### src/rtl/inst_fetch_ctrl_pkg.sv
// Fetch front-end shared types, opcode constants and immediate helpers.
// Also used by the decoder for JAL/branch immediate extraction.
package inst_fetch_ctrl_pkg;

  localparam logic [6:0]  OP_JAL    = 7'b1101111;
  localparam logic [6:0]  OP_BRANCH = 7'b1100011;
  localparam logic [31:0] INST_STEP = 32'd4;

  typedef enum logic [1:0] {
    S_IDLE,
    S_WAIT_MEM,
    S_DISCARD
  } fetch_state_e;

  typedef struct packed {
    logic [31:0] inst;
    logic [31:0] pc;
    logic        pred;
  } fq_entry_t;

  typedef struct packed {
    logic [31:0] next_pc;
    logic        taken;
  } fetch_pred_t;

  function automatic logic [6:0] opcode(input logic [31:0] i);
    return i[6:0];
  endfunction

  function automatic logic [31:0] imm_j(input logic [31:0] i);
    return {{12{i[31]}}, i[19:12], i[20], i[30:21], 1'b0};
  endfunction

  function automatic logic [31:0] imm_b(input logic [31:0] i);
    return {{20{i[31]}}, i[7], i[30:25], i[11:8], 1'b0};
  endfunction

endpackage

### src/rtl/inst_fetch_ctrl_queue.sv
// inst_queue: power-of-two FIFO of fetched words with synchronous clear.
// Storage is not reset; only pointers and count are.
module inst_queue
  import inst_fetch_ctrl_pkg::*;
#(
  parameter int unsigned DEPTH = 4
) (
  input  logic                     clk_in,
  input  logic                     rst_in,
  input  logic                     push,
  input  fq_entry_t                push_data,
  input  logic                     pop,
  input  logic                     clr,
  output fq_entry_t                head,
  output logic [$clog2(DEPTH):0]   count,
  output logic                     full
);

  localparam int unsigned AW = $clog2(DEPTH);
  localparam logic [AW-1:0] PTR_ONE = 1;
  localparam logic [AW:0]   CNT_ONE = 1;
  localparam logic [AW:0]   CNT_MAX = (AW+1)'(DEPTH);

  fq_entry_t     mem_q [DEPTH];
  logic [AW-1:0] wr_ptr_q, wr_ptr_d;
  logic [AW-1:0] rd_ptr_q, rd_ptr_d;
  logic [AW:0]   count_q, count_d;

  always_comb begin
    wr_ptr_d = wr_ptr_q;
    rd_ptr_d = rd_ptr_q;
    count_d  = count_q;
    if (clr) begin
      wr_ptr_d = '0;
      rd_ptr_d = '0;
      count_d  = '0;
    end else begin
      if (push) wr_ptr_d = wr_ptr_q + PTR_ONE;
      if (pop)  rd_ptr_d = rd_ptr_q + PTR_ONE;
      unique case ({push, pop})
        2'b10:   count_d = count_q + CNT_ONE;
        2'b01:   count_d = count_q - CNT_ONE;
        default: count_d = count_q;
      endcase
    end
  end

  always_ff @(posedge clk_in or posedge rst_in) begin
    if (rst_in) begin
      wr_ptr_q <= '0;
      rd_ptr_q <= '0;
      count_q  <= '0;
    end else begin
      wr_ptr_q <= wr_ptr_d;
      rd_ptr_q <= rd_ptr_d;
      count_q  <= count_d;
    end
  end

  always_ff @(posedge clk_in) begin
    if (push && !clr) mem_q[wr_ptr_q] <= push_data;
  end

  assign head  = mem_q[rd_ptr_q];
  assign count = count_q;
  assign full  = (count_q == CNT_MAX);

  a_no_overflow : assert property (
    @(posedge clk_in) disable iff (rst_in)
    push && !clr |-> !full || pop);

  a_no_underflow : assert property (
    @(posedge clk_in) disable iff (rst_in)
    pop && !clr |-> count_q != '0);

endmodule

### src/rtl/inst_fetch_ctrl.sv
// Instruction fetch controller: PC sequencing, icache handshake, issue queue.
// FETCH_STATIC_PREDICT_EN enables static JAL/backward-branch prediction.
module inst_fetch_ctrl
  import inst_fetch_ctrl_pkg::*;
#(
  parameter int unsigned QUEUE_DEPTH = 4,
  parameter logic [31:0] RESET_PC    = 32'h0
) (
  input  logic        clk_in,
  input  logic        rst_in,
  input  logic        rdy_in,
  output logic        icache_req_out,
  output logic [31:0] icache_addr_out,
  input  logic        icache_ready_in,
  input  logic [31:0] icache_data_in,
  input  logic        issue_full_in,
  input  logic        flush_in,
  input  logic [31:0] flush_pc_in,
  output logic        dec_req_out,
  output logic [31:0] dec_inst_out,
  output logic [31:0] dec_pc_out,
  output logic        dec_pred_out
);

  localparam int unsigned CW = $clog2(QUEUE_DEPTH) + 1;

  fetch_state_e state_q, state_d;
  logic [31:0]  fetch_pc_q, fetch_pc_d;
  logic [31:0]  req_addr_q, req_addr_d;
  logic         dec_req_q, dec_req_d;
  logic [31:0]  dec_inst_q, dec_inst_d;
  logic [31:0]  dec_pc_q, dec_pc_d;
  logic         dec_pred_q, dec_pred_d;

  logic          q_push, q_pop, q_clr, q_full;
  logic [CW-1:0] q_count;
  fq_entry_t     q_head, q_in;
  fetch_pred_t   pred;

  inst_queue #(.DEPTH(QUEUE_DEPTH)) u_queue (
    .clk_in    (clk_in),
    .rst_in    (rst_in),
    .push      (q_push),
    .push_data (q_in),
    .pop       (q_pop),
    .clr       (q_clr),
    .head      (q_head),
    .count     (q_count),
    .full      (q_full)
  );

  always_comb begin
    pred.next_pc = fetch_pc_q + INST_STEP;
    pred.taken   = 1'b0;
`ifdef FETCH_STATIC_PREDICT_EN
    unique case (1'b1)
      opcode(icache_data_in) == OP_JAL: begin
        pred.next_pc = fetch_pc_q + imm_j(icache_data_in);
        pred.taken   = 1'b1;
      end
      opcode(icache_data_in) == OP_BRANCH && icache_data_in[31]: begin
        pred.next_pc = fetch_pc_q + imm_b(icache_data_in);
        pred.taken   = 1'b1;
      end
      default: ;
    endcase
`endif
  end

  assign q_in = '{inst: icache_data_in, pc: fetch_pc_q, pred: pred.taken};

  // issue path: queue head goes to registered decoder outputs
  always_comb begin
    q_pop = rdy_in && !flush_in && !issue_full_in && (q_count != '0);
    dec_req_d  = q_pop;
    dec_inst_d = dec_inst_q;
    dec_pc_d   = dec_pc_q;
    dec_pred_d = dec_pred_q;
    if (q_pop) begin
      dec_inst_d = q_head.inst;
      dec_pc_d   = q_head.pc;
      dec_pred_d = q_head.pred;
    end
  end

  always_comb begin
    state_d    = state_q;
    fetch_pc_d = fetch_pc_q;
    req_addr_d = req_addr_q;
    q_push     = 1'b0;
    q_clr      = 1'b0;
    if (rdy_in) begin
      if (flush_in) begin
        q_clr      = 1'b1;
        fetch_pc_d = flush_pc_in;
      end
      unique case (state_q)
        S_IDLE: begin
          if (!flush_in && !q_full) begin
            state_d    = S_WAIT_MEM;
            req_addr_d = fetch_pc_q;
          end
        end
        S_WAIT_MEM: begin
          if (flush_in) begin
            state_d = icache_ready_in ? S_IDLE : S_DISCARD;
          end else if (icache_ready_in) begin
            q_push     = 1'b1;
            fetch_pc_d = pred.next_pc;
            state_d    = S_IDLE;
          end
        end
        // request stays up at the old address until the cache answers
        S_DISCARD: begin
          if (icache_ready_in) state_d = S_IDLE;
        end
        default: state_d = S_IDLE;
      endcase
    end
  end

  always_ff @(posedge clk_in or posedge rst_in) begin
    if (rst_in) begin
      state_q    <= S_IDLE;
      fetch_pc_q <= RESET_PC;
      req_addr_q <= RESET_PC;
      dec_req_q  <= 1'b0;
      dec_inst_q <= '0;
      dec_pc_q   <= '0;
      dec_pred_q <= 1'b0;
    end else begin
      state_q    <= state_d;
      fetch_pc_q <= fetch_pc_d;
      req_addr_q <= req_addr_d;
      dec_req_q  <= dec_req_d;
      dec_inst_q <= dec_inst_d;
      dec_pc_q   <= dec_pc_d;
      dec_pred_q <= dec_pred_d;
    end
  end

  assign icache_req_out  = (state_q != S_IDLE);
  assign icache_addr_out = req_addr_q;
  assign dec_req_out     = dec_req_q && rdy_in;
  assign dec_inst_out    = dec_inst_q;
  assign dec_pc_out      = dec_pc_q;
  assign dec_pred_out    = dec_pred_q;

  a_addr_stable : assert property (
    @(posedge clk_in) disable iff (rst_in)
    icache_req_out && !icache_ready_in |=>
      icache_req_out && $stable(icache_addr_out));

endmodule

### config.mk
export PLATFORM = sky130hd
export DESIGN_NAME = inst_fetch_ctrl
export DESIGN_NICKNAME = d
export VERILOG_FILES = /design/src/rtl/inst_fetch_ctrl_pkg.sv /design/src/rtl/inst_fetch_ctrl_queue.sv /design/src/rtl/inst_fetch_ctrl.sv
export SDC_FILE = /design/constraint.sdc
export NUM_CORES = 1
export LEC_CHECK = 0
export BUFFER_PORTS_ARGS = -buffer_cell sky130_fd_sc_hd__buf_4
export CAP_MARGIN = 0
export CORE_UTILIZATION = 25
export DETAILED_ROUTE_END_ITERATION = 6
export GPL_ROUTABILITY_DRIVEN = 0
export PLACE_DENSITY = 0.44
export SLEW_MARGIN = 20
export SYNTH_ARGS = -nofsm -noshare
export SYNTH_HDL_FRONTEND = slang
export SYNTH_SLANG_ARGS = --single-unit
export TNS_END_PERCENT = 1
### constraint.sdc
create_clock -name clk_in -period 6.89 [get_ports clk_in]
set_input_delay 1.0335 -clock clk_in [delete_from_list [all_inputs] [get_ports clk_in]]
set_output_delay 1.0335 -clock clk_in [all_outputs]
set_load 0.03 [all_outputs]
# [Word level (Yosys, flattened, before mapping)]
# Memory sizes are Yosys's and may differ from the RTL's. A register that Yosys moved wholly into a read port is not among the register bits.
# Cells that the tools add are included.
# W data, S select, Z words.
[totals] elab_cells=61 ramBits=256 mem_count=1 reg_bits=75 out_inout_bits=99
[op_classes] n_addsub=5 n_eq_ne=6 mux=23 reduce_logical=18
[memory_table] memory="u_queue.mem_q" words=4 word_bits=64 rd=1 rd_clocked_by_memory_dff=1 write_ports=1 line="inst_fetch_ctrl_queue.sv:24" rtl="fq_entry_t mem_q [DEPTH];"
[op_table] op="$mux W32" count=4
[op_table] op="$add A32 B3 Y32 const B" count=1
[op_table] op="$mux W2" count=8
[op_table] op="$mux W1" count=8
[op_table] op="$logic_and A1 B1 Y1" count=6
[op_table] op="$pmux W2 S3" count=1
[op_table] op="$pmux W3 S2" count=1
[op_table] op="$reduce_bool A2 Y1" count=3
[op_table] op="$reduce_bool A3 Y1" count=2
[op_table] op="$add A2 B1 Y2 const B" count=2
[op_table] op="$eq A2 B1 Y1 const B" count=2
[op_table] op="$eq A2 B2 Y1 const B" count=2
[op_table] op="$logic_not A1 Y1" count=4
[op_table] op="$add A3 B1 Y3 const B" count=1
[op_table] op="$eq A3 B3 Y1 const B" count=1
[op_table] op="$mux W3" count=1
[op_table] op="$reduce_and A3 Y1" count=1
[op_table] op="$sub A3 B1 Y3 const B" count=1
[op_table] op="$logic_not A2 Y1" count=1
[op_table] op="$ne A2 B2 Y1 const B" count=1
[op_table] op="$reduce_and A2 Y1" count=1

# [Logic depth before layout (Yosys ltp)]
# Gate-level depths: netlist (run 1).
[logic_depth] ltp_word=7 mapped_depth=7

# [Cells and area by module]
# Synthesis (run 1) repeated with hierarchy kept, for this count alone.
[hier_totals] hier_cells=856 area_unflattened_um2=15746.4
[modules_own_cells] mod="inst_queue" seq_area_each_um2=7982.7 n_inst=1 cells_per_inst=383 area_each_um2=9851.9
[modules_own_cells] mod="inst_fetch_ctrl" seq_area_each_um2=3303.2 n_inst=1 cells_per_inst=473 area_each_um2=5894.4

# [Worst setup path before layout (run 1)]
# Ideal clock, no wire load.
[synth_path] kind="input-to-reg" from="input port icache_ready_in" to="memory u_queue.mem_q[0][0] in the netlist's numbering (enable)" arrival_time_ns=3.221 path_slack_ns=3.241 required_time_ns=6.461 cell_stages=4 setup_ns=0.429 cell_sequence="and3b_1 -> clkbuf_1 -> clkbuf_1 -> and3_1"
[synth_between] elab_chain_len=7
[synth_lines] item="start: declaration" line="inst_fetch_ctrl.sv:14" rtl="input logic icache_ready_in,"
[synth_lines] item="$mux W1" line="inst_fetch_ctrl.sv:107" rtl="end else if (icache_ready_in) begin"
[synth_lines] item="$mux W1" line="inst_fetch_ctrl.sv:105" rtl="if (flush_in) begin"
[synth_lines] item="$mux W1" line="inst_fetch_ctrl.sv:97" rtl="unique case (state_q)"
[synth_lines] item="$mux W1" line="inst_fetch_ctrl.sv:92" rtl="if (rdy_in) begin"
[synth_lines] item="$logic_and A1 B1 Y1" line="inst_fetch_ctrl_queue.sv:61" rtl="if (push && !clr) mem_q[wr_ptr_q] <= push_data;"
[synth_lines] item="$mux W1" line="inst_fetch_ctrl_queue.sv:61"
[synth_lines] item="$mux W1 (not written as such)" line="inst_fetch_ctrl_queue.sv:61"
[synth_lines] item="end: declaration" line="inst_fetch_ctrl_queue.sv:24"
# No other way between the ends.

# [Worst setup path after layout (run 1)]
[layout_path] from="input port rdy_in" to="memory u_queue.mem_q[2][23] in the netlist's numbering (enable)"
[layout_between] elab_chain_len=5
[layout_lines] item="start: declaration" line="inst_fetch_ctrl.sv:11" rtl="input logic rdy_in,"
[layout_lines] item="$mux W1" line="inst_fetch_ctrl.sv:92"
[layout_lines] item="$logic_not A1 Y1" line="inst_fetch_ctrl_queue.sv:61"
[layout_lines] item="$logic_and A1 B1 Y1 (*)" line="inst_fetch_ctrl_queue.sv:61"
[layout_lines] item="$mux W1 (*)" line="inst_fetch_ctrl_queue.sv:61"
[layout_lines] item="$mux W1 (not written as such) (*)" line="inst_fetch_ctrl_queue.sv:61"
# Mark *: on every way between the ends. The rest lies on a longest branch, timed or not.

==> results.json, run 1 <==
{
  "dr.pass1.iters": 4,
  "finalSetupViolCount": 0,
  "rows": 90,
  "fin_skew_ns": 0.01711,
  "startpoint_type": "input port",
  "crit_required_ns": 7.07,
  "fin_crit_ns": 3.319,
  "htreeDepth": 2,
  "tightest_slew_ns": 0.9767,
  "grt_use_total_pct": 13.03,
  "grt_max_degree": 81,
  "final_cell_mix": "256 x edfxtp_1, 177 x buf_4, 136 x dfrtp_1",
  "cts_buffers": 43,
  "p_switching_mw": 2.355,
  "grt_overflow": 0,
  "syn_nets": 925,
  "powerDensity_mw_per_mm2": 391.3,
  "initial_utilization_pct": 25.37,
  "core_mm2": 0.06047,
  "synthMuxAreaShare_pct": 16.48,
  "layout_commonest_cell": "edfxtp_1",
  "cap_viol_max_count": 0,
  "dp.cells": 1767,
  "ctsLongestPathBuffers": 3,
  "ctsHoldBuffers": 0,
  "rsz0062_at_grt": "false",
  "synth_area_mm2": 0.01534,
  "diodes": 0,
  "clock.fmax_mhz": 301.3,
  "slew_headroom_pct": 34.45,
  "placement.io_buffers": 167,
  "setup_tns_ns": 0,
  "syn_avg_cell_area_um2": 18.07,
  "hpwlAfterDp_mm": 25.41,
  "final_util_pct": 31.20,
  "synth_flop_cell": "edfxtp_1",
  "ios": 169,
  "final_area_mm2": 0.01886,
  "cts_root_buf": "clkbuf_16",
  "synthAdderAreaFrac_pct": 0.5383,
  "cp_max_fo": 46,
  "area_growth_pct": 22.98,
  "slew_violations": 0,
  "comb_power_share_pct": 26.7,
  "vias_per_cell": 4.525,
  "clock_latency_ns": 0.56,
  "finalWorstSetupSlack_ns": 3.571,
  "detail-route-antenna-nets": 0,
  "layout-drive-gt1-share_pct": 38.59,
  "clock_power_share_pct": 29.5,
  "status": "finished clean",
  "synth_xor_area_share_pct": 0.2284,
  "leakagePower_nw": 6.728,
  "drtIter0Drc": 445,
  "yosysWarnings": 0,
  "grt_pass1_vias": 8795,
  "drc_errors": 0,
  "synth_edf_count": 256,
  "synth_cells": 849,
  "criticalPathCategory": "in -> reg",
  "avgRoutedWirePerCell_um": 21.82,
  "vias": 8357,
  "fin_crit_sh_pct": 48.17,
  "cts_sinks": 394,
  "clk_pin_slew_worst_paths_ns": 0.06,
  "cts_tree": "yes",
  "crit_path_end_kind": "flip-flop",
  "synth-seq-cells": 394,
  "swShare_pct": 31.90,
  "crit_chain": "buf_4 > nor2b_1 > and3_4 > buf_4",
  "synth_compound_area_share_pct": 3.744,
  "final_nets": 1107,
  "synth_top_family_by_area": "multiplexers",
  "wl_mm": 40.30,
  "antenna_found_initial": 0,
  "cpPeakStageDelay_ns": 0.75,
  "place_ws_ns": 2.946,
  "critPathSlowestCell": "nor2b_1",
  "die_x_um": 249.7,
  "synthSimpleGateAreaFrac_pct": 4.902,
  "ctsResizeCount": 0,
  "post_cts_buffers": 0,
  "final_cells": 1847,
  "grt_pass1_wl_mm": 59.81,
  "power.total_mw": 7.381,
  "ys_types": 60,
  "die_area_mm2": 0.06235,
  "min_path_type": "reg -> reg",
  "p_seq_share_pct": 43.8,
  "ys_seq_area_share_pct": 72.63,
  "async_flop_share_pct": 35.03,
  "cp_common_cell": "buf_4",
  "die_y_um": 249.7,
  "arrival_ns": 3.50,
  "fin_hold_ws_ns": 0.5047,
  "ir_worst_vdd_mv": 0.1465,
  "place_area_mm2": 0.01751,
  "p_int_mw": 5.026,
  "hold_violations": 0
}
power groups by stage:
stage	clock (mW)	combinational (mW)	sequential [mW]
3_3_place_gp	0	1.99	3.30
6_report	2.18	1.97	3.23
3_5_place_dp	0	2.00	3.30
4_1_cts	2.26	2.01	3.25
2_1_floorplan	0	0.738	3.70
5_1_grt	2.34	2.10	3.29
cells in the mapped netlist, types with 4 or more instances:
| master | instances | area (µm²) |
|---|---|---|
| edfxtp_1 | 256 | 7687 |
| dfrtp_1 | 138 | 3453 |
| mux2_2 | 92 | 1036 |
| mux4_2 | 64 | 1441 |
| nand2_1 | 41 | 153.9 |
| nor2_1 | 26 | 97.59 |
| o21ai_0 | 25 | 125.1 |
| a21oi_1 | 20 | 100.1 |
| clkbuf_1 | 20 | 75.07 |
| buf_2 | 16 | 80.08 |
| nand3_1 | 16 | 80.08 |
| nor3_1 | 12 | 60.06 |
| and3_1 | 11 | 68.82 |
| inv_1 | 11 | 41.29 |
| nand4_1 | 9 | 56.30 |
| o22ai_1 | 6 | 37.54 |
| a22oi_1 | 5 | 37.54 |
| a311oi_1 | 5 | 43.79 |
| ha_1 | 5 | 62.56 |
| mux2i_1 | 4 | 40.04 |
critical path: cells and delay by family:
kind | cells | cell delay [ns]
AND/OR/NAND/NOR | 2 | 1.28
buffers and inverters | 2 | 1.07
metal layers:
| layer | track usage [%] | part of all wire [%] | wire, µm |
|---|---|---|---|
| met1 | 18.32 | 47 | 18860 |
| met2 | 19.92 | 46 | 18420 |
| met3 | 2.972 | 5.4 | 2163 |
| met4 | 3.968 | 2.1 | 862 |
| met5 | 0 | 0 | 0 |
logic make-up after synthesis:
| kind of cell | after synthesis |
|---|---|
| muxes | 161 |
| adders and majority gates | 6 |
| DFF | 394 |
| and+or+nand+nor | 141 |
| xor gates and xnor gates | 4 |
| other | 1 |
| buffers and inverters | 52 |
| AOI/OAI and AO/OA | 90 |
state kept, by name (all words and copies together), names as in the netlist:
signal and flops:
dec_inst_out 32, dec_pc_out 32, dec_req_q 1, fetch_pc_q 32, icache_addr_out 32, state_q 2, u_queue.count 3, u_queue.mem_q 256
u_queue.rd_ptr_q 2, u_queue.wr_ptr_q 2
cell type report:
class	count	area, µm²
clock inverters	16	113.9
flip-flops and latches	394	11150
inverters	11	46.29
multi-input cells	403	4015
well taps	782	978.4
clock buffers	63	1214
fillers	5880	41610
repair buffers	178	1349
worst paths after layout:
kind | endpoint | depth (start not counted) | slack (ns) | startpoint
max | u_queue.mem_q[2][23] | 4 | 3.57 | rdy_in
max reg2reg | u_queue.mem_q[2][23] | 3 | 4.03 | state_q[1]
min in group asynchronous | dec_inst_out[23] | 2 | 0.65 | rst_in
min reg2reg | dec_inst_out[20] | 1 | 0.50 | dec_inst_out[20]
max in group asynchronous | u_queue.rd_ptr_q[0] | 3 | 4.73 | rst_in
min | dec_inst_out[20] | 1 | 0.50 | dec_inst_out[20]
Note: power is estimated with default switching activity, not from simulation.
==> run 2: changes to the inputs <==
ABC_AREA = 1   (was default)
clock period = 3.4 ns   (was 6.89 ns; I/O delays follow)
==> run 2 against run 1 <==
  * Register-to-register slack worse by 2.9 ns
  * Global-route usage rose by 0.78 points
  * Sequential power is 110% higher
  * Power rose by 110%
  * Non-clock buffer count increased by 10
  * Design area is 4.3% higher
  * Count of clock-buffer cells in the layout fell by 3
  * Clock power rose by 130%
  * Utilization rose by 0.066 points
  * Clock skew rose by 0.014 ns
  * Routed wire length up 10%
  * Critical path depth is 2 higher
  * Largest power group unchanged
==> results.json, run 2 <==
{
  "status": "finished clean",
  "cap_viol_max_count": 0,
  "clock_latency_ns": 0.58,
  "swShare_pct": 34.58,
  "htreeDepth": 2,
  "arrival_ns": 2.80,
  "slew_violations": 0,
  "ctsLongestPathBuffers": 3,
  "synth_compound_area_share_pct": 9.884,
  "hold_violations": 0,
  "power.total_mw": 15.75,
  "dp.cells": 2378,
  "drc_errors": 0,
  "grt_pass1_vias": 10750,
  "avgRoutedWirePerCell_um": 18.00,
  "clk_pin_slew_worst_paths_ns": 0.06,
  "p_seq_share_pct": 42.2,
  "placement.io_buffers": 167,
  "final_area_mm2": 0.01968,
  "grt_pass1_wl_mm": 67.21,
  "synth_edf_count": 256,
  "fin_crit_ns": 2.308,
  "grt_overflow": 0,
  "synthAdderAreaFrac_pct": 0.5194,
  "crit_required_ns": 3.89,
  "ir_worst_vdd_mv": 0.3829,
  "cts_sinks": 394,
  "yosysWarnings": 0,
  "hpwlAfterDp_mm": 28.26,
  "die_y_um": 254.2,
  "cts_root_buf": "clkbuf_16",
  "synth_xor_area_share_pct": 0.6610,
  "async_flop_share_pct": 35.03,
  "synth_flop_cell": "edfxtp_1",
  "nFillCells": 6448,
  "ctsResizeCount": 0,
  "cp_max_fo": 56,
  "synth_cells": 1416,
  "place_area_mm2": 0.01815,
  "yosysTopAreaCellShare_pct": 48.35,
  "synth-seq-cells": 394,
  "detail-route-antenna-nets": 0,
  "p_int_mw": 10.30,
  "synth_most_common_cell": "nand2_1",
  "grt_use_total_pct": 13.81,
  "setup_tns_ns": 0,
  "antenna_found_initial": 1,
  "dr.pass1.iters": 5,
  "vias": 10850,
  "final_util_pct": 31.26,
  "finalSetupViolCount": 0,
  "layout-drive-gt1-share_pct": 18.36,
  "fin_skew_ns": 0.03091,
  "final_cell_mix": "328 x nand2_1, 256 x edfxtp_1, 191 x o21ai_0",
  "ys_top_cells_by_area": "edfxtp_1 48%, dfrtp_1 22%, nand2_1 7.7%, o21ai_0 6.0%, nor2_1 4.0%",
  "syn_nets": 1492,
  "clock_power_share_pct": 31.5,
  "final_cells": 2465,
  "tightest_slew_ns": 0.7229,
  "synth_top_family_by_area": "simple AND/OR/NAND/NOR gates",
  "synth_area_mm2": 0.01590,
  "drtIter0Drc": 753,
  "ys_seq_area_share_pct": 70.07,
  "initial_utilization_pct": 25.25,
  "clock.fmax_mhz": 433.2,
  "die_x_um": 254.2,
  "vias_per_cell": 4.400,
  "layout_commonest_cell": "nand2_1",
  "leakagePower_nw": 7.854,
  "grt_max_degree": 65,
  "die_area_mm2": 0.06461,
  "cts_buffers": 46,
  "comb_power_share_pct": 26.3,
  "startpoint_type": "flip-flop",
  "area_growth_pct": 23.80,
  "synthMuxAreaShare_pct": 0.2125,
  "wl_mm": 44.37,
  "synthSimpleGateAreaFrac_pct": 14.48,
  "ys_types": 40,
  "ctsHoldBuffers": 1,
  "syn_avg_cell_area_um2": 11.23,
  "final_nets": 1657,
  "slew_headroom_pct": 51.51,
  "powerDensity_mw_per_mm2": 800.0,
  "fin_crit_sh_pct": 67.89,
  "post_cts_buffers": 0,
  "rsz0062_at_grt": "false",
  "synth_top_cells_by_count": "328 x nand2_1, 256 x edfxtp_1, 191 x o21ai_0, 171 x nor2_1, 138 x dfrtp_1",
  "core_mm2": 0.06297,
  "min_path_type": "in -> reg",
  "rows": 92,
  "crit_path_end_kind": "flip-flop",
  "p_switching_mw": 5.445,
  "regMostFlops": "u_queue.mem_q",
  "criticalPathCategory": "reg -> reg",
  "ios": 169,
  "cts_tree": "yes",
  "largest_register_ffs": 256,
  "synth_top_cell_by_area": "edfxtp_1"
}
-- run 2: cell count changes in the layout (fill, tap and decap cells not counted), sizes merged, moves of 9 or more --
cell   change
inv       +67
o22ai     +65
mux2      -90
buf        +9
nand3     +10
xor2      +11
mux4      -64
nor2     +156
o21ai    +169
and3      -11
nand2    +293
-- run 2: power by group through the flow --
stage / Sequential [mW] / Combinational [mW] / Clock (mW)
finish: 6.65 / 4.14 / 4.96
global route: 6.77 / 4.54 / 5.32
CTS: 6.66 / 4.24 / 5.12
detailed placement: 6.75 / 4.23 / 0
global placement: 6.75 / 4.20 / 0
floorplan: 7.61 / 1.51 / 0
-- run 2: final timing paths --
check / cells past startpoint / endpoint / slack, ns / from
min reg2reg: 2 / dec_inst_out[1] / 0.48 / dec_inst_out[1]
max in group asynchronous: 4 / dec_pc_out[18] / 2.07 / rst_in
max reg2reg: 6 / dec_pc_out[4] / 1.09 / u_queue.rd_ptr_q[0]
min: 1 / u_queue.mem_q[1][34] / 0.13 / icache_data_in[2]
min in group asynchronous: 3 / dec_inst_out[16] / 0.54 / rst_in
max: 6 / dec_pc_out[4] / 1.09 / u_queue.rd_ptr_q[0]
-- run 2: critical path, cell delays in order, from the launching register on --
cell     delay (ns)
dfrtp_4        0.68
inv_4          0.54
buf_4          0.39
o21ai_0        0.12
o22ai_1        0.28
nand2_1        0.10
nand2_1        0.07
-- run 2: layout make-up --
cell class	instances	area [µm²]	share of cell area (%)
Antenna cell	1	2.502	0.01271
Clock buffer	60	1274	6.471
Clock inverter	25	251.5	1.278
Inverter	75	296.5	1.506
Multi-Input combinational cell	876	4129	20.98
Sequential cell	394	11150	56.62
Tap cell	846	1059	5.378
Timing Repair Buffer	188	1526	7.755
-- run 2: per-layer routing --
layer	up-vias	global-route usage (%)	routed length [µm]	part of all wire, %
met2	284	21.48	20270	46
met3	60	2.664	2316	5.2
met1	5273	19.50	20840	47
met4	0	3.924	945	2.1
met5	-	0	0	0
li1	5230	-	-	-
-- run 2: kinds of logic after synthesis --
family / Yosys count
xor+xnor: 12
buf+inv: 146
simple gates: 563
compound gates: 291
fa+ha+maj: 6
flops: 394
mux: 3
other cells: 1
-- run 2: through the flow --
stage               setup slack (ns)  hold slack, ns
floorplan                    -0.8771          0.4760
global placement              0.8150          0.4656
detailed placement            0.7741          0.4682
CTS                            1.045         0.09080
global route                  0.9109          0.1013
finish                         1.092          0.1302
==> run 3: changes to the inputs <==
ABC_AREA = 0   (was 1)
clock period = 2.2 ns   (was 3.4 ns; I/O delays follow)
==> run 3 against run 2 <==
  * Register-to-register slack got worse by 0.87 ns
  * Global-route usage decreased by 0.59 points
  * Largest cell class unchanged
  * First-iteration DRC count decreased by 36%
  * Clock skew decreased by 0.011 ns
==> results.json, run 3 (synthesis results as in run 1) <==
{
  "startpoint_type": "input port",
  "dr.pass1.iters": 5,
  "rsz0062_at_grt": "false",
  "cts_root_buf": "clkbuf_16",
  "tightest_slew_ns": 0.5523,
  "min_path_type": "in -> reg",
  "crit_chain": "dlygate4sd3_1 > buf_4 > and3b_1 > nor4_2 > fa_1 > mux2i_1 > mux2i_1",
  "wl_mm": 40.68,
  "layout_commonest_cell": "edfxtp_1",
  "fin_crit_ns": 1.980,
  "detail-route-antenna-nets": 0,
  "htreeDepth": 2,
  "path_delay_family": "simple AND/OR/NAND/NOR gates",
  "clock_latency_ns": 0.56,
  "grt_pass1_wl_mm": 61.69,
  "ios": 169,
  "leakagePower_nw": 7.316,
  "layout-drive-gt1-share_pct": 40.58,
  "finalWorstSetupSlack_ns": 0.2204,
  "largest_register_ffs": 256,
  "multi_input_area_mm2": 0.004014,
  "die_x_um": 249.7,
  "finalSetupViolCount": 0,
  "placement.io_buffers": 167,
  "arrival_ns": 2.46,
  "antenna_found_initial": 1,
  "final_nets": 1205,
  "final_area_mm2": 0.02007,
  "cp_num_buf_inv": 2,
  "power.total_mw": 24.02,
  "cts_sinks": 394,
  "fin_crit_sh_pct": 89.98,
  "criticalPathCategory": "in -> reg",
  "clock.fmax_mhz": 505.1,
  "slew_violations": 0,
  "fin_hold_ws_ns": 0.03696,
  "place_area_mm2": 0.01815,
  "crit_required_ns": 2.68,
  "hold_violations": 0,
  "drtIter0Drc": 480,
  "post_cts_buffers": 0,
  "nFillCells": 5832,
  "ctsLongestPathBuffers": 3,
  "avgRoutedWirePerCell_um": 20.91,
  "clk_pin_slew_worst_paths_ns": 0.06,
  "fin_skew_ns": 0.01980,
  "cp_max_fo": 10,
  "grt_pass1_vias": 9372,
  "seq_area_mm2": 0.01115,
  "rows": 90,
  "vias": 8741,
  "grt_use_total_pct": 13.23,
  "slew_headroom_pct": 63.18,
  "regMostFlops": "u_queue.mem_q",
  "diodes": 0,
  "powerDensity_mw_per_mm2": 1196,
  "vias_per_cell": 4.494,
  "final_cell_mix": "256 x edfxtp_1, 212 x buf_4, 136 x dfrtp_1",
  "cpPeakStageDelay_ns": 0.55,
  "die_y_um": 249.7,
  "crit_path_end_kind": "flip-flop",
  "hpwlAfterDp_mm": 26.98,
  "cts_buffers": 45,
  "cap_viol_max_count": 0,
  "drc_errors": 0,
  "place_ws_ns": 0.09670,
  "grt_max_degree": 59,
  "critPathSlowestCell": "dlygate4sd3_1",
  "ir_worst_vdd_mv": 0.4880,
  "cts_tree": "yes",
  "grt_overflow": 0,
  "status": "finished clean",
  "initial_utilization_pct": 25.37,
  "die_area_mm2": 0.06235,
  "area_growth_pct": 30.86,
  "cp_common_cell": "mux2i_1",
  "core_mm2": 0.06047
}
==> run 3: report_power, final <==
group | internal, mW | switching, mW
clock | 4.55 | 2.97
combinational | 2.92 | 3.71
sequential | 9.08 | 0.775
total | 16.6 | 7.46
==> run 3: final timing paths <==
kind | depth (start not counted) | start | endpoint | slack, ns
min reg2reg | 2 | icache_addr_out[18] | icache_addr_out[18] | 0.50
min | 3 | flush_pc_in[28] | fetch_pc_q[28] | 0.04
min in group asynchronous | 3 | rst_in | dec_inst_out[0] | 0.26
max reg2reg | 5 | fetch_pc_q[2] | fetch_pc_q[25] | 0.22
max | 7 | icache_ready_in | u_queue.count[2] | 0.22
max in group asynchronous | 4 | rst_in | dec_inst_out[19] | 1.14
==> run 3: repair_timing <==
action                                  in CTS  in global routing
resized for setup                            0                  1
endpoints found under the setup margin       0                  2
endpoints found under the hold margin      231                  0
hold buffers                                43                  0
==> run 3: stage by stage <==
stage / TNS [ns] / utilization [%] / std cells
floorplan: -225.37 / - / 849
global placement: 0 / 30.02 / 1821
detailed placement: 0 / 30.02 / 1821
CTS: 0 / 33.18 / 1945
global route: 0 / 33.19 / 1945
finish: 0 / 33.19 / 1945
==> run 3: per-layer routing <==
layer	GRT usage [%]	vias up	routed length (µm)
met5	0	-	12
met1	17.68	4570	18320
met3	3.202	58	2029
met4	3.369	2	790
met2	21.45	198	19520
li1	-	3913	-
==> run 3: worst min-delay path: cells and delay by family <==
kind	cells	cell delay (ns)
buffers and inverters	1	0.10
AOI/OAI and AO/OA	1	0.07
and+or+nand+nor	1	0.07
==> run 3: area by class of cell <==
class                           count  share of cell area (%)
Clock buffer                       59                   6.177
Clock inverter                     22                   1.222
Inverter                           11                  0.2244
Multi-Input combinational cell    403                   20.00
Sequential cell                   394                   55.54
Tap cell                          782                   4.874
Timing Repair Buffer              274                   11.97
